--- src/rtl/sequence_controller.sv ---
`default_nettype none
// ============================================================================
//  Module   : sequence_controller
//  Purpose  : Instruction-phase sequencer for the simple RISC processor.
//             An 8-phase fetch/execute counter. The current phase, opcode and
//             accumulator-zero flag are decoded into the datapath strobes.
//             A HLT instruction freezes the machine in phase 5.
//  Revision : 1.0 - initial release
// ----------------------------------------------------------------------------
//  Parameters
//    OPC_W        opcode width (only 3 is legal)
//    HALT_STICKY  1: halt is cleared only by reset; 0: resume restarts fetch
//  Ports
//    clk     in   system clock, rising edge
//    rst     in   asynchronous active-low reset
//    opcode  in   current opcode (IR[7:5]), stable from phase 3 onward
//    zero    in   accumulator == 0 flag
//    resume  in   restart request while halted (HALT_STICKY=0 only)
//    phase   out  current phase 0..7
//    sel     out  address mux select (1=PC, 0=IR operand)
//    rd      out  memory read enable
//    ld_ir   out  IR load enable
//    inc_pc  out  PC increment enable
//    ld_pc   out  PC load enable (jump)
//    ld_ac   out  accumulator load enable
//    wr      out  memory write strobe
//    data_e  out  accumulator-to-bus drive enable
//    halt    out  halt indication
// ============================================================================
module sequence_controller #(
  parameter int OPC_W       = 3,
  parameter bit HALT_STICKY = 1'b1
) (
  input  logic             clk,
  input  logic             rst,
  input  logic [OPC_W-1:0] opcode,
  input  logic             zero,
  input  logic             resume,
  output logic [2:0]       phase,
  output logic             sel,
  output logic             rd,
  output logic             ld_ir,
  output logic             inc_pc,
  output logic             ld_pc,
  output logic             ld_ac,
  output logic             wr,
  output logic             data_e,
  output logic             halt
);

  // Opcode decode relies on exactly eight instructions.
  generate
    if (OPC_W != 3) begin : g_bad_opc_w
      $error("sequence_controller: OPC_W must be 3");
    end
  endgenerate

  localparam logic [OPC_W-1:0] OP_HLT = OPC_W'(0);
  localparam logic [OPC_W-1:0] OP_SKZ = OPC_W'(1);
  localparam logic [OPC_W-1:0] OP_ADD = OPC_W'(2);
  localparam logic [OPC_W-1:0] OP_AND = OPC_W'(3);
  localparam logic [OPC_W-1:0] OP_XOR = OPC_W'(4);
  localparam logic [OPC_W-1:0] OP_LDA = OPC_W'(5);
  localparam logic [OPC_W-1:0] OP_STO = OPC_W'(6);
  localparam logic [OPC_W-1:0] OP_JMP = OPC_W'(7);

  typedef enum logic [2:0] {
    PH_INST_ADDR  = 3'd0,
    PH_INST_FETCH = 3'd1,
    PH_INST_LOAD  = 3'd2,
    PH_IDLE       = 3'd3,
    PH_OP_ADDR    = 3'd4,
    PH_OP_FETCH   = 3'd5,
    PH_ALU_OP     = 3'd6,
    PH_STORE      = 3'd7
  } phase_e;

  phase_e phase_q, phase_d;
  logic   halted_q, halted_d;
  logic   aluop;

  assign aluop = (opcode == OP_ADD) || (opcode == OP_AND) ||
                 (opcode == OP_XOR) || (opcode == OP_LDA);

  // --------------------------------------------------------------------------
  // State register
  // --------------------------------------------------------------------------
  always_ff @(posedge clk or negedge rst) begin
    if (!rst) begin
      phase_q  <= PH_INST_ADDR;
      halted_q <= 1'b0;
    end else begin
      phase_q  <= phase_d;
      halted_q <= halted_d;
    end
  end

  // --------------------------------------------------------------------------
  // Next-state logic
  // --------------------------------------------------------------------------
  always_comb begin
    phase_d  = phase_q;
    halted_d = halted_q;
    if (halted_q) begin
      // Phase stays frozen at OP_FETCH. The PC was already bumped in OP_ADDR,
      // so restarting at INST_ADDR fetches the instruction after the HLT.
      if (!HALT_STICKY && resume) begin
        halted_d = 1'b0;
        phase_d  = PH_INST_ADDR;
      end
    end else if (phase_q == PH_OP_ADDR && opcode == OP_HLT) begin
      halted_d = 1'b1;
      phase_d  = PH_OP_FETCH;
    end else begin
      phase_d  = phase_e'(phase_q + 3'd1);  // wraps 7 -> 0
    end
  end

  // --------------------------------------------------------------------------
  // Strobe decode (same cycle as phase, no pipeline stage)
  // --------------------------------------------------------------------------
  always_comb begin
    sel    = 1'b0;
    rd     = 1'b0;
    ld_ir  = 1'b0;
    inc_pc = 1'b0;
    ld_pc  = 1'b0;
    ld_ac  = 1'b0;
    wr     = 1'b0;
    data_e = 1'b0;
    halt   = 1'b0;
    if (halted_q) begin
      halt = 1'b1;
    end else begin
      case (phase_q)
        PH_INST_ADDR: begin
          sel = 1'b1;
        end
        PH_INST_FETCH: begin
          sel = 1'b1;
          rd  = 1'b1;
        end
        PH_INST_LOAD, PH_IDLE: begin
          sel   = 1'b1;
          rd    = 1'b1;
          ld_ir = 1'b1;
        end
        PH_OP_ADDR: begin
          inc_pc = 1'b1;
          halt   = (opcode == OP_HLT);
        end
        PH_OP_FETCH: begin
          rd = aluop;
        end
        PH_ALU_OP: begin
          rd     = aluop;
          // Skip decision looks at zero only here.
          inc_pc = (opcode == OP_SKZ) && zero;
          ld_pc  = (opcode == OP_JMP);
          data_e = (opcode == OP_STO);
        end
        PH_STORE: begin
          rd     = aluop;
          ld_ac  = aluop;
          ld_pc  = (opcode == OP_JMP);
          wr     = (opcode == OP_STO);
          data_e = (opcode == OP_STO);
        end
        default: begin
          sel = 1'b0;
        end
      endcase
    end
  end

  assign phase = phase_q;

endmodule
`default_nettype wire

--- config.mk ---
export PLATFORM = sky130hd
export DESIGN_NAME = sequence_controller
export DESIGN_NICKNAME = d
export VERILOG_FILES = /design/src/rtl/sequence_controller.sv
export SDC_FILE = /design/constraint.sdc
export NUM_CORES = 1
export LEC_CHECK = 0
export BUFFER_PORTS_ARGS = -buffer_cell sky130_fd_sc_hd__buf_4
export CELL_PAD_IN_SITES_DETAIL_PLACEMENT = 0
export CELL_PAD_IN_SITES_GLOBAL_PLACEMENT = 2
export CORE_UTILIZATION = 23
export DETAILED_ROUTE_END_ITERATION = 7
export PLACE_DENSITY_LB_ADDON = 0.08
export SYNTH_ARGS = -nofsm -noshare
export SYNTH_HDL_FRONTEND = slang
export SYNTH_SLANG_ARGS = --single-unit
--- constraint.sdc ---
create_clock -name clk -period 2.15 [get_ports clk]
set_input_delay 0.1075 -clock clk [delete_from_list [all_inputs] [get_ports clk]]
set_output_delay 0.1075 -clock clk [all_outputs]
set_load 0.05 [all_outputs]
# After elaboration in Yosys (flattened, before gate mapping)

Index checks and enable logic that the tools add are counted.

Add/sub/neg operators: 1
Reductions and logical operators: 12
Eq/ne operators: 14
Multiplexer cells: 21

Operator list:

| cell                                                            | count |
|---|---|
| 3-bit == test, second input constant                            | 8 |
| 1-bit 2-to-1 mux                                                | 18 |
| 3-bit by 2-bit == test with 1-bit output, second input constant | 4 |
| 3-bit by 1-bit == test with 1-bit output, second input constant | 2 |
| 3-bit zero test                                                 | 2 |
| 3-bit OR reduction                                              | 2 |
| 1-bit case mux with 2 select lines                              | 2 |
| 2-bit OR reduction                                              | 2 |
| 4-bit OR reduction                                              | 1 |
| 3-bit by 1-bit adder with 3-bit output, second input constant   | 1 |
| 1-bit logical OR                                                | 3 |
| 3-bit 2-to-1 mux                                                | 1 |
| 1-bit logical AND                                               | 2 |

Bits in registers: 4
Bits of input ports: 7

# Logic depth before layout (Yosys ltp)

Depth in word-level cells: 6
Gate-level depth with buffers: 5
Mapped depth without buffers: 5

# Least setup slack after synthesis

No wires, ideal clock.

Path type: reg-to-output
Start point: reg phase_q[0] (netlist: phase[0])
End point: out ld_pc
Slack: -0.827 ns
Data required time: 2.043 ns
Cell stages (with the launch flop): 5
Arrival time: 2.870 ns
Cell sequence: dfrtp_1 ha_1 ha_1 a21oi_1 nor4b_1

Cells in the longest elaborated chain, start to end: 4
Elaborated cells between the ends (all ways): 5

RTL lines:

| element                               | RTL line | text |
|---|---|---|
| from (decl)                           | 78       | `phase_e phase_q, phase_d;` |
| from (signal assigned)                | 93       | `phase_q <= phase_d;` |
| 3-bit == test                         | 135      | `case (phase_q)` |
| 2-bit OR reduction (no source line) * | -        |  |
| 1-bit 2-to-1 mux *                    | -        |  |
| 1-bit 2-to-1 mux *                    | 132      | `if (halted_q) begin` |
| to (decl)                             | 44       | `output logic ld_pc,` |

Mark *: on every way between the ends. The rest lies on a longest branch, timed or not.

# Final worst setup path

Start point: reg phase_q[0] (netlist: phase[0])
End point: out sel

Cells in the longest elaborated chain, start to end: 4
Elaborated cells between the ends (all ways): 7

RTL lines:

| element                                                                | RTL line | text |
|---|---|---|
| 3-bit by 2-bit == test with 1-bit output, or another cell as far along | 135      |  |
| 4-bit OR reduction (no source line) *                                  | -        |  |
| 1-bit 2-to-1 mux *                                                     | 135      |  |
| 1-bit 2-to-1 mux *                                                     | 132      |  |
| to (decl)                                                              | 40       | `output logic sel,` |

Marked as above.

==> flow_summary.toml <==
[run_status]
status = "finished clean"

[floorplanning]
die-area_um2 = 1710
ioPinCount = 19
placeable_core_region_um2 = 1370
start_util = 0.261
floorplan.die.width_um = 41.4
die_height_um = 41.4
number_of_core_rows = 13

[grt]
grt_use_met1 = 0.147
met2_usage = 0.219
grt_overflow_total = 0
grt_most_used_layer = "met2"
grt_pass1_vias = 327
gr-usage-met3 = 0
grt_first_pass_wirelength_um = 1370
globalRouteTotalUtil = 0.122
pin_count_of_the_biggest_net_entering_global_routing = 13
grt_antenna_before_repair = 0

[synthesis]
synth_area_per_cell_um2 = 8.70
yosysSeqAreaShare = 0.281
syn-cell-area_um2 = 357
yosys_reg_bits = 4
synth.yosys.warnings = 0
postSynthNetCount = 54
syn_inst = 41
yosysUniqueCellTypes = 19

[layout]
layout.cells.most_common = "sky130_fd_sc_hd__buf_4"
layout-drive-gt1-share = 0.426
fin_nets = 76
area_added_between_synthesis_and_finish_pct = 60.0
fillerInstances = 154
antennaDiodeCount = 0
layout.cells.most_common_list = "17 x sky130_fd_sc_hd__buf_4, 6 x sky130_fd_sc_hd__ha_1, 5 x sky130_fd_sc_hd__inv_1"

[placement]
gp_congestion = 0.678
dpl.hpwl_um = 718
port_buffers = 17
dpl_worst_slack_ns = 0.464

[drt]
vias_after_detailed_routing = 377
drt_pass1_iterations = 3
route.antenna.remaining_nets = 0
avgRoutedWirePerCell_um = 11.5
vias_per_cell = 4.96
wire_length_after_detailed_routing_um = 873
initial_drc_count = 4
drc = 0

[sta]
setup-violations-final = 0
fin_skew_ns = 0.00394
drv_slew = 0
finalHoldViolations = 0
layout_setup_ws_ns = 0.227
final_min_period_over_clock_period = 0.894
maxSlewHeadroom = 0.705
fmaxAchievable_mhz = 520
worst-slew-pin-transition_ns = 0.443
period_needed_ns = 1.92
rsz0062_at_grt = "false"

[critical_path]
required_ns = 2.04
slowest_stage = "sky130_fd_sc_hd__dfrtp_1"
path_class = "register to primary output"
rr_worst_depth = 5
critPathBufInv = 2
path_cells = "inv_1 -> ha_1 -> or3_1 -> a21oi_1 -> nor2_1 -> buf_4"
cp_slowest_stage_delay_ns = 0.46
ff2ff_setup_slack_ns = 0.68
worstSetupEndpointType = "primary output"
cpLargestDelayFamily = "flip-flops"
worst-path-max-fanout = 6
startpoint_type = "register"
arrival_time_of_the_worst_setup_path_ns = 1.82
worstSetupPathDepth = 6

[cts]
worst_skew_pair.late_latency_ns = 0.23
tritoncts = "built"
cts-root-to-sink-buffers = 2
clkSlewWorstSetupHoldPaths_ns = 0.04
clock-sinks = 4
post_cts_resize_count = 0
cts_root_buffer = "sky130_fd_sc_hd__clkbuf_4"
number_of_buffers_inserted_during_clock_tree_synthesis = 3
cts.htree.levels = 1

[min_path]
worst_min_delay_path_category = "input port to async pin"

[run]
timing.max_cap.violations = 0
## routing by layer
layer | up-vias | wire (um)
li1 | 189 | -
met5 | - | 0
met1 | 174 | 387
met3 | 0 | 52
met4 | 0 | 0
met2 | 14 | 433
## state kept, by name, summed over array words and instances, names as in the netlist
signal,count
halted_q,1
phase,3
## area by class of cell
| class | count | area, um2 | share of cell area |
|---|---|---|---|
| multi-input cells | 31 | 273 | 0.478 |
| repair buffers | 18 | 138 | 0.241 |
| inverters | 5 | 18.8 | 0.0329 |
| well taps | 15 | 18.8 | 0.0329 |
| flip-flops and latches | 4 | 100 | 0.175 |
| clock buffers | 3 | 22.5 | 0.0395 |
## worst register-to-register path: cells and delay by family (launching register included)
family / cells / cell delay [ns]
AND/OR/NAND/NOR: 1 / 0.24
AO/OA/AOI/OAI: 2 / 0.35
flip-flops: 1 / 0.45
buffers and inverters: 1 / 0.11
adder cells (fa/ha/maj): 1 / 0.20
## cell families (layout without fill, tap and decap cells)
kind of cell	count (synthesis)	count (layout)	synth area share
buf+inv	6	26	0.0632
mux	1	1	0.0281
simple gates	13	13	0.221
xor+xnor	1	1	0.0246
fa+ha+maj	6	6	0.211
compound gates	10	10	0.172
flops	4	4	0.281
## Yosys cell counts
cell type / n / area share
sky130_fd_sc_hd__nor4b_2: 1 / 0.042
sky130_fd_sc_hd__ha_1: 6 / 0.21
sky130_fd_sc_hd__clkbuf_1: 1 / 0.011
sky130_fd_sc_hd__a21oi_1: 4 / 0.056
sky130_fd_sc_hd__nand2_1: 1 / 0.011
sky130_fd_sc_hd__nor4b_1: 1 / 0.025
sky130_fd_sc_hd__nor2_1: 4 / 0.042
sky130_fd_sc_hd__nor3_1: 1 / 0.014
sky130_fd_sc_hd__nand2b_1: 1 / 0.018
sky130_fd_sc_hd__o21ai_0: 3 / 0.042
sky130_fd_sc_hd__a311oi_1: 1 / 0.025
sky130_fd_sc_hd__or3_1: 1 / 0.018
sky130_fd_sc_hd__a41oi_1: 1 / 0.025
sky130_fd_sc_hd__inv_1: 5 / 0.053
sky130_fd_sc_hd__a22o_1: 1 / 0.025
sky130_fd_sc_hd__nor4_1: 3 / 0.053
sky130_fd_sc_hd__xnor2_1: 1 / 0.025
sky130_fd_sc_hd__mux2i_1: 1 / 0.028
sky130_fd_sc_hd__dfrtp_1: 4 / 0.28
## repair_timing
item	4_1_cts	5_1_grt
setup buffers	0	0
hold buffers	1	0
hold endpoints to repair	4	0
## per-stage QoR
stage	instance area, um2	TNS [ns]	utilization	instances	hold WS (ns)
after global routing	571	0	0.418	76	0.213
after CTS	571	0	0.418	76	0.196
after detailed placement	538	0	0.394	72	-0.0953
final	571	0	0.418	76	0.206
after global placement	538	0	0.394	72	-0.0961
after floorplan	395	-0.191	-	41	-0.188
## path summary, 6_finish.rpt
| kind | from | end |
|---|---|---|
| max | phase[0] | sel |
| min | rst | phase[1] |
| max reg2reg | phase[0] | phase[1] |
| min reg2reg | phase[1] | phase[1] |
| max in group asynchronous | rst | phase[2] |
| min in group clk | opcode[2] | phase[2] |
Power is not shown: default switching activity piles up to over one toggle a cycle in this logic, so the estimate is an artifact.
